<file path="src/rtl/dpi_stream_sequencer_if.sv">
// Ingress packet byte stream shared by the packet source and the sequencer.
//   pkt_data      : byte
//   pkt_vld       : beat valid
//   pkt_sop/eop   : first/last byte of a packet (qualified by pkt_vld)
//   pkt_stream_id : stream id, meaningful on the sop beat
//   pkt_rdy       : beat consumed when pkt_vld & pkt_rdy
interface dpi_stream_sequencer_if;
  logic [7:0] pkt_data;
  logic       pkt_vld;
  logic       pkt_sop;
  logic       pkt_eop;
  logic [5:0] pkt_stream_id;
  logic       pkt_rdy;

  modport master (output pkt_data, pkt_vld, pkt_sop, pkt_eop, pkt_stream_id,
                  input  pkt_rdy);
  modport slave  (input  pkt_data, pkt_vld, pkt_sop, pkt_eop, pkt_stream_id,
                  output pkt_rdy);
endinterface

</file>
<file path="src/rtl/dpi_stream_sequencer.sv">
// Feeds one packet at a time into the bank of regex matcher wrappers:
// restore DFA state (load_state), stream bytes, let the matcher pipeline
// drain, then commit (eop). Owns the per-stream seen bitmap and the
// per-stream regex enable table.
//   clk, rst_n      : clock, async active-low reset
//   pkt             : ingress byte stream (slave side)
//   cfg_*           : enable-table write port, seen-bitmap clear
//   char_out(_vld)  : byte to matchers, combinational from pkt in STREAM
//   load_state, eop : one-cycle restore / commit strobes
//   stream_id, enable, new_stream_id : per-packet context for the matchers
//   busy, pkt_cnt, proto_err         : status
module dpi_stream_sequencer #(
  parameter int NUM_REGEX = 8,
  parameter int LOAD_GAP  = 2,   // 2..7
  parameter int DRAIN_LAT = 3    // 3..7
) (
  input  logic                 clk,
  input  logic                 rst_n,
  dpi_stream_sequencer_if.slave pkt,
  input  logic                 cfg_wr,
  input  logic [5:0]           cfg_stream_id,
  input  logic [NUM_REGEX-1:0] cfg_en_mask,
  input  logic                 cfg_clear_seen,
  output logic [7:0]           char_out,
  output logic                 char_out_vld,
  output logic                 load_state,
  output logic                 eop,
  output logic [5:0]           stream_id,
  output logic                 new_stream_id,
  output logic [NUM_REGEX-1:0] enable,
  output logic                 busy,
  output logic [15:0]          pkt_cnt,
  output logic                 proto_err
);

  typedef enum logic [2:0] {
    S_IDLE, S_LOAD, S_GAP, S_STREAM, S_DRAIN, S_EOP
  } state_t;

  state_t                          state;
  logic [2:0]                      cnt;
  logic                            first;   // next accepted beat is the sop beat
  logic [63:0]                     seen;
  logic [63:0][NUM_REGEX-1:0]      en_tbl;
  logic                            rdy;
  logic                            in_stream;

  assign in_stream    = (state == S_STREAM);
  assign busy         = (state != S_IDLE);
  assign char_out     = in_stream ? pkt.pkt_data : 8'd0;
  assign char_out_vld = in_stream & pkt.pkt_vld;
  assign pkt.pkt_rdy  = rdy;

  // In IDLE a sop beat is held (not consumed) until STREAM so it becomes the
  // first byte; a stray non-sop beat is swallowed to keep the source moving.
  always_comb begin
    rdy = 1'b0;
    case (state)
      S_IDLE:   rdy = pkt.pkt_vld & ~pkt.pkt_sop;
      S_STREAM: rdy = 1'b1;
      default:  rdy = 1'b0;
    endcase
  end

  // Counters are loaded with N-1 so exactly N idle cycles elapse.
  always_ff @(posedge clk or negedge rst_n) begin
    if (!rst_n) begin
      state         <= S_IDLE;
      cnt           <= '0;
      first         <= 1'b0;
      load_state    <= 1'b0;
      eop           <= 1'b0;
      stream_id     <= '0;
      new_stream_id <= 1'b0;
      enable        <= '0;
      pkt_cnt       <= '0;
      proto_err     <= 1'b0;
    end else begin
      load_state    <= 1'b0;
      eop           <= 1'b0;
      new_stream_id <= 1'b0;
      case (state)
        S_IDLE: begin
          if (pkt.pkt_vld && pkt.pkt_sop) begin
            stream_id     <= pkt.pkt_stream_id;
            enable        <= en_tbl[pkt.pkt_stream_id];
            new_stream_id <= ~seen[pkt.pkt_stream_id];
            load_state    <= 1'b1;
            state         <= S_LOAD;
          end else if (pkt.pkt_vld) begin
            proto_err <= 1'b1;
          end
        end
        S_LOAD: begin
          cnt   <= 3'(LOAD_GAP - 1);
          first <= 1'b1;
          state <= S_GAP;
        end
        S_GAP: begin
          if (cnt == 3'd0) state <= S_STREAM;
          else             cnt   <= cnt - 3'd1;
        end
        S_STREAM: begin
          if (pkt.pkt_vld) begin
            first <= 1'b0;
            if (pkt.pkt_sop && !first) proto_err <= 1'b1;
            if (pkt.pkt_eop) begin
              cnt   <= 3'(DRAIN_LAT - 1);
              state <= S_DRAIN;
            end
          end
        end
        S_DRAIN: begin
          if (cnt == 3'd0) begin
            eop   <= 1'b1;
            state <= S_EOP;
          end else begin
            cnt <= cnt - 3'd1;
          end
        end
        S_EOP: begin
          pkt_cnt <= pkt_cnt + 16'd1;
          state   <= S_IDLE;
        end
        default: state <= S_IDLE;
      endcase
    end
  end

  // Seen bitmap: the commit set is ordered after the clear so it wins.
  always_ff @(posedge clk or negedge rst_n) begin
    if (!rst_n) begin
      seen <= '0;
    end else begin
      if (cfg_clear_seen)    seen            <= '0;
      if (state == S_EOP)    seen[stream_id] <= 1'b1;
    end
  end

  // Enable table; the active packet keeps its own copy in `enable`.
  always_ff @(posedge clk or negedge rst_n) begin
    if (!rst_n)      en_tbl                <= '0;
    else if (cfg_wr) en_tbl[cfg_stream_id] <= cfg_en_mask;
  end

endmodule
</file>
<file path="src/flat_wrapper.sv">
// flat-port wrapper written by rule: the top's interface ports become plain ports
module dpi_stream_sequencer_flat 
#(
  parameter int NUM_REGEX = 8,
  parameter int LOAD_GAP  = 2,          
  parameter int DRAIN_LAT = 3           
)
  (clk, rst_n, cfg_wr, cfg_stream_id, cfg_en_mask, cfg_clear_seen, char_out, char_out_vld, load_state, eop, stream_id, new_stream_id, enable, busy, pkt_cnt, proto_err, pkt_pkt_data, pkt_pkt_vld, pkt_pkt_sop, pkt_pkt_eop, pkt_pkt_stream_id, pkt_pkt_rdy);
  dpi_stream_sequencer_if pkt_i ();
  input  logic clk;
  input  logic rst_n;
  input  logic cfg_wr;
  input  logic [5:0] cfg_stream_id;
  input  logic [NUM_REGEX-1:0] cfg_en_mask;
  input  logic cfg_clear_seen;
  output logic [7:0] char_out;
  output logic char_out_vld;
  output logic load_state;
  output logic eop;
  output logic [5:0] stream_id;
  output logic new_stream_id;
  output logic [NUM_REGEX-1:0] enable;
  output logic busy;
  output logic [15:0] pkt_cnt;
  output logic proto_err;
  input wire logic [$bits(pkt_i.pkt_data)-1:0] pkt_pkt_data;
  input wire logic [$bits(pkt_i.pkt_vld)-1:0] pkt_pkt_vld;
  input wire logic [$bits(pkt_i.pkt_sop)-1:0] pkt_pkt_sop;
  input wire logic [$bits(pkt_i.pkt_eop)-1:0] pkt_pkt_eop;
  input wire logic [$bits(pkt_i.pkt_stream_id)-1:0] pkt_pkt_stream_id;
  output wire logic [$bits(pkt_i.pkt_rdy)-1:0] pkt_pkt_rdy;
  assign pkt_i.pkt_data = pkt_pkt_data;
  assign pkt_i.pkt_vld = pkt_pkt_vld;
  assign pkt_i.pkt_sop = pkt_pkt_sop;
  assign pkt_i.pkt_eop = pkt_pkt_eop;
  assign pkt_i.pkt_stream_id = pkt_pkt_stream_id;
  assign pkt_pkt_rdy = pkt_i.pkt_rdy;
  dpi_stream_sequencer #(.NUM_REGEX(NUM_REGEX), .LOAD_GAP(LOAD_GAP), .DRAIN_LAT(DRAIN_LAT)) u_core (.clk(clk), .rst_n(rst_n), .pkt(pkt_i), .cfg_wr(cfg_wr), .cfg_stream_id(cfg_stream_id), .cfg_en_mask(cfg_en_mask), .cfg_clear_seen(cfg_clear_seen), .char_out(char_out), .char_out_vld(char_out_vld), .load_state(load_state), .eop(eop), .stream_id(stream_id), .new_stream_id(new_stream_id), .enable(enable), .busy(busy), .pkt_cnt(pkt_cnt), .proto_err(proto_err));
endmodule
</file>
<file path="config.mk">
export PLATFORM = sky130hd
export DESIGN_NAME = dpi_stream_sequencer_flat
export DESIGN_NICKNAME = d
export VERILOG_FILES = /design/src/rtl/dpi_stream_sequencer_if.sv /design/src/rtl/dpi_stream_sequencer.sv /design/src/flat_wrapper.sv
export SDC_FILE = /design/constraint.sdc
export NUM_CORES = 1
export LEC_CHECK = 0
export CAP_MARGIN = 10
export CORE_MARGIN = 5
export CORE_UTILIZATION = 30
export DETAILED_ROUTE_END_ITERATION = 10
export SYNTH_ARGS = -nofsm -noshare
export SYNTH_HDL_FRONTEND = slang
export SYNTH_SLANG_ARGS = --single-unit
</file>
<file path="constraint.sdc">
create_clock -name clk -period 4.2 [get_ports clk]
set_input_delay 1.26 -clock clk [delete_from_list [all_inputs] [get_ports clk]]
set_output_delay 1.26 -clock clk [all_outputs]
set_load 0.01 [all_outputs]
</file>
---- After elaboration in Yosys (flattened, before gate mapping) ----
Index checks and enable logic that the tools add are counted.
cells by class
  add/subtract/negate cells ............... 2
  order comparisons ....................... 5
  equality and inequality tests ........... 14
  multiplexer cells ....................... 36
  bitwise logic cells ..................... 5
  reductions and logical operators ........ 17
operators with widths
  kind                     number
  $bwmux W512              1
  $mux W64                 2
  $or A64 B64 Y64          1
  $bmux W8 S6              1
  $demux W8 S6             1
  $mux W3                  8
  $mux W8                  3
  $lt A6 B7 Y1 const B     3
  $add A16 B1 Y16 const B  1
  $pmux W3 S5              1
  $mux W1                  13
  $ge A6 B1 Y1 const B     2
  $ne A2 B2 Y1 const B     6
  $reduce_and A5 Y1        2
  $pmux W3 S3              1
  $bmux W1 S6              1
  $demux W1 S6             1
  $eq A3 B2 Y1 const B     2
  $eq A3 B3 Y1 const B     2
  $logic_not A3 Y1         2
  $ne A2 B1 Y1 const B     3
  $pmux W1 S2              3
  $reduce_bool A3 Y1       2
  $logic_and A1 B1 Y1      4
  9 further kinds          13
word-level totals
  flip-flop bits (word level) ............. 617
  bits of input ports ..................... 35
  output and inout bits ................... 45
  word-level logic and storage cells ...... 154

---- Logic depth before layout (Yosys ltp) ----
  word-level depth ........................ 6
  depth in mapped cells ................... 10
  depth with buffers taken out ............ 7

---- Worst setup path before layout ----
No wires, ideal clock.
  path kind ............................... in2reg
  from .................................... in pkt_pkt_stream_id[2]
  to ...................................... reg u_core.enable[0]
  setup time .............................. 0.126 ns
  arrival ................................. 2.906 ns
  setup slack ............................. 1.168 ns
  stages .................................. 7
  path buffers ............................ 3
  path through ............................ buf_6 buf_6 buf_2 mux4_2 a22oi_1 nand4_1 a221o_1
between the ends
  cells in the longest elaborated chain, start to end .. 2
ends and longest elaborated chain
  item                           line                        text
  from (decl)                    flat_wrapper.sv:30          input wire logic [$bits(pkt_i.pkt_stream_id)-1:0] pkt_pkt_stream_id;
  $bmux W8 S6                    dpi_stream_sequencer.sv:86  enable <= en_tbl[pkt.pkt_stream_id];
  $mux W8 (not written as such)  dpi_stream_sequencer.sv:86
  to (signal assigned)           dpi_stream_sequencer.sv:86
  to (decl)                      dpi_stream_sequencer.sv:30  output logic [NUM_REGEX-1:0] enable,
No other way between the ends. The select of a mux whose other input is x is not followed.
A chain may end at the register's enable or synchronous reset.

---- Worst setup path in the final report ----
  from .................................... in pkt_pkt_vld
  to ...................................... out pkt_pkt_rdy
between the ends
  cells in the longest elaborated chain, start to end .. 2
ends and longest elaborated chain
  item           line                        text
  from (decl)    flat_wrapper.sv:27          input wire logic [$bits(pkt_i.pkt_vld)-1:0] pkt_pkt_vld;
  $and A1 B1 Y1  dpi_stream_sequencer.sv:59  S_IDLE: rdy = pkt.pkt_vld & ~pkt.pkt_sop;
  $pmux W1 S2    dpi_stream_sequencer.sv:58  case (state)
  to (decl)      flat_wrapper.sv:31          output wire logic [$bits(pkt_i.pkt_rdy)-1:0] pkt_pkt_rdy;
No other way between the ends.

==> impl_summary.txt <==
----------------------------------------------------
[Outcome]
  Outcome ... finished, final reports clean

[Timing]
  Worst clock skew on the final layout ... 0.0267 ns
  Number of failing setup endpoints in the final timing report ... 0
  Smallest hold slack ... 0.474 ns
  Sum Neg Setup Slack ... 0 ns
  Final number of hold-violating endpoints ... 0
  Upper clock frequency limit ... 0.257 GHz
  Min Tclk post-route ... 3.88 ns
  Number of slew-limit violations in the final report ... 0
  RSZ-0062 raised after global routing ... false
  Slew Limit Headroom ... 16.1%
  Measured slew at the worst slew-check pin ... 1.26 ns
  Fraction of the cycle the final worst path needs ... 92.5%

[Setup path]
  Setup CP Type ... in -> out
  Cell-by-cell trace of the critical path ... clkdlybuf4s50_1 -> a31o_2 -> clkdlybuf4s50_1
  Most common cell on crit path ... clkdlybuf4s50_1
  Buffers & Inverters on Critical Path ... 2
  Required time at the endpoint of the critical path ... 2.94 ns
  Largest incremental delay on the critical path ... 0.62 ns
  Largest fanout on the critical path ... 8
  Reg2reg setup slack ... 1.52 ns
  Reg-to-reg critical path endpoint ... u_core.enable[7]$_DFFE_PN0P_
  Destination of the critical timing path ... pkt_pkt_rdy
  Critical path startpoint category ... input port
  Critical Path Start ... pkt_pkt_vld
  CP max-delay cell ... clkdlybuf4s50_1
  Cell type group with the largest total delay on the critical path ... buffers and inverters
  Worst Reg-to-Reg Cells ... 6
  Critical path endpoint category ... output port
  Reg-to-Reg Start ... u_core.state[2]$_DFFE_PN0P_
  Data arrival time at the worst-slack endpoint ... 2.62 ns
  Logic depth of the worst path, buffers included ... 3

[Clock tree]
  Number of hold buffers added after CTS ... 0
  Post CTS Setup Buffer Count ... 0
  Bufs on Longest Clock Path ... 3
  Clock insertion delay at the later pin of the skew report ... 0.62 ns
  CTS sink cnt ... 617
  Clock buffers created by TritonCTS ... 71
  Count of instances resized after the clock tree is built ... 0
  Max H-tree Level ... 3
  CTS clock-pin slew for the worst setup and hold paths ... 0.06 ns
  CTS tree ... done
  Buffer cell driving the clock tree root ... clkbuf_16

[GRT]
  Number of antenna violations at the first check in global routing ... 15
  Maximum number of pins on one net before global-route repair ... 121
  Global-route wire length before repair ... 115 mm
  Number of global-route vias before repair ... 18400
  Overflow left after global routing ... 0
  GRT Overall Usage ... 14.8%

[Place]
  Total half-perimeter wirelength after legalization and detailed placement ... 49.8 mm
  Quantity of I/O buffers inserted on ports ... 79
  Placement Cell Area ... 30600 µm²
  Placer's final routability congestion estimate ... 0.868

[Synthesis]
  Mapped cell area ... 28200 µm²
  Net count after synthesis ... 2027
  Register area share after synthesis ... 54.7%
  Share of synthesized flip-flops with an asynchronous set or reset ... 100%
  Synth area leader ... dfrtp_1
  Number of synthesized flops with an enable pin ... 0
  Top cells by area, synth ... dfrtp_1 55%, mux2_2 20%, mux4_2 9.0%
  Distinct cells, synth ... 54
  Proportion of netlist area held by the largest area contributor ... 54.7%
  Number of instances in the synthesized netlist ... 1989
  Avg Cell Area, Syn ... 14.2 µm²
  Primary flip-flop cell chosen by synthesis mapping ... dfrtp_1
  Synth warn ... 0
  Seq cells post-synth ... 617

[Cells and area]
  Number of nets in the finished design ... 2117
  Layout overhead on the synthesized area ... 17.4%
  Post-route cell area ... 33200 µm²
  Layout cells sized above 1 ... 40.3%
  Finished Core Util ... 35.5%
  Number of fillers in the final layout ... 8921

[Floorplanning]
  Total core area ... 93300 µm²
  Effective utilization at floorplan ... 30.3%
  Vertical extent of the die ... 317 µm
  X dimension of the die ... 317 µm
  Total Die Area ... 100000 µm²
  Site Rows ... 112
  I/O Pins ... 80

[Min path]
  Class of the worst hold path ... reg -> reg

[Routing]
  Wire per inst ... 21.8 µm
  Number of iterations in the first detailed-routing pass ... 5
  Number of nets with antenna violations after detailed routing ... 0
  Iteration-0 DRC Markers ... 1286
  Routed vias ... 17400
  Post-detailed-routing wire length ... 74.1 mm
  Post-detailed-route DRC marker count ... 0
  Vias per inst ... 5.11

[Power]
  Overall power of the completed layout ... 16.2 mW
  Maximum resistive drop on vdd ... 340 µV
  Pleak ... 14.8 nW
  Power density over the cells ... 489 nW/µm²

[Run]
  MaxCap Viol Count ... 0

----------------------------------------------------
==> registers in the layout (all words and copies together), names as in the netlist <==
register / count
u_core.stream_id: 6
u_core.eop: 1
u_core.seen: 64
u_core.first: 1
u_core.new_stream_id: 1
u_core.load_state: 1
u_core.state: 3
u_core.enable: 8
u_core.proto_err: 1
u_core.en_tbl: 512
u_core.cnt: 3
u_core.pkt_cnt: 16
==> worst reg2reg max path, stage by stage, from the launching register on <==
cell and delay (ns):
dfrtp_1 0.48, nor3_1 0.36, nand3_1 0.27, inv_1 0.31, nand2_1 0.31, nor4_1 0.70, a221o_1 0.20
==> per-stage QoR <==
| stage | setup slack (ns) | instances |
|---|---|---|
| after detailed placement | 0.325 | 3260 |
| after global placement | 0.351 | 3260 |
| after global routing | 0.263 | 3388 |
| after floorplan | 1.17 | 1989 |
| final | 0.315 | 3395 |
| after CTS | 0.325 | 3387 |
==> power breakdown <==
part           internal, mW  switching [mW]  total, mW
Sequential             6.70           0.540       7.24
Clock                  4.10            2.55       6.64
Combinational          1.24            1.10       2.34
Total                  12.0            4.19       16.2
==> kinds of logic after synthesis <==
| kind of cell | Yosys count | synth area share, % |
|---|---|---|
| AOI/OAI and AO/OA | 163 | 3.97 |
| xor gates and xnor gates | 16 | 0.496 |
| adders and majority gates | 3 | 0.133 |
| buffers and inverters | 213 | 3.30 |
| DFF | 617 | 54.7 |
| muxes | 711 | 32.7 |
| and+or+nand+nor | 266 | 4.74 |
==> cell usage after synthesis (2+ instances only) <==
master	n
xor2_1	6
mux2_2	513
a22o_1	7
xnor2_1	10
nand3b_1	6
ha_1	3
nor2_2	15
nor2b_1	16
or3b_2	3
nand2_1	65
and2_0	3
mux4_1	3
and4_1	2
buf_4	7
and2_1	14
a21oi_1	9
a211o_1	3
nor2_1	56
a211oi_1	5
or3_1	7
a22oi_1	42
nand3_1	40
buf_6	8
o22ai_1	70
dfrtp_1	617
o211ai_1	2
o21ai_1	2
o21ai_0	11
nand2b_1	5
mux4_2	113
buf_2	24
nand4_1	14
nor4_1	4
inv_1	72
nor3_1	6
buf_1	17
nor3b_1	2
clkbuf_1	84
a221o_1	6
and3_1	3
mux2i_1	81
==> per-layer routing <==
layer	routed length, µm	GRT usage (%)	part of all wire, %
met4	2130	4.53	2.9
met3	5330	4.47	7.2
met5	69	0	0.093
met2	35300	23.9	48
met1	31300	19.3	42
==> worst min path at each step <==
stage / from / endpoint / slack (ns) / depth (start not counted)
floorplan: u_core.first$_DFFE_PN0P_ / u_core.first$_DFFE_PN0P_ / 0.44 / 2
global placement: u_core.pkt_cnt[15]$_DFFE_PN0N_ / u_core.pkt_cnt[15]$_DFFE_PN0N_ / 0.46 / 1
detailed placement: u_core.proto_err$_DFFE_PN0P_ / u_core.proto_err$_DFFE_PN0P_ / 0.46 / 1
CTS: u_core.pkt_cnt[15]$_DFFE_PN0N_ / u_core.pkt_cnt[15]$_DFFE_PN0N_ / 0.47 / 1
global route: u_core.pkt_cnt[15]$_DFFE_PN0N_ / u_core.pkt_cnt[15]$_DFFE_PN0N_ / 0.47 / 1
finish: u_core.pkt_cnt[15]$_DFFE_PN0N_ / u_core.pkt_cnt[15]$_DFFE_PN0N_ / 0.47 / 1
==> placed cells by master, fill, tap and decap left out, types with 4 or more instances in the layout <==
master             n
a211oi_1           5
a21oi_1            9
a221o_1            6
a22o_1             7
a22oi_1           42
and2_1            14
buf_12             9
buf_2             11
buf_4             70
bufinv_16         11
clkbuf_1          10
clkbuf_16         72
clkbuf_8          15
clkdlybuf4s50_1   65
clkinv_2          11
dfrtp_1          617
diode_2            8
inv_1             72
mux2_2           513
mux2i_1           81
mux4_2           113
nand2_1           65
nand2b_1           5
nand3_1           40
nand3b_1           6
nand4_1           14
nor2_1            56
nor2_2            15
nor2b_1           16
nor3_1             6
nor4_1             4
o21ai_0           11
o22ai_1           70
or3_1              7
xnor2_1           10
xor2_1             6
==> cell type report <==
type	count	area, µm²	area share, %
diodes	8	20.0	0.0604
clock buffers	96	2030	6.13
clock inverters	31	508	1.53
inverters	72	270	0.815
multi-input cells	1159	11900	35.8
flip-flops and latches	617	15400	46.6
well taps	1254	1570	4.73
repair buffers	158	1450	4.38
No activity file was read; power rests on OpenSTA's default activity.
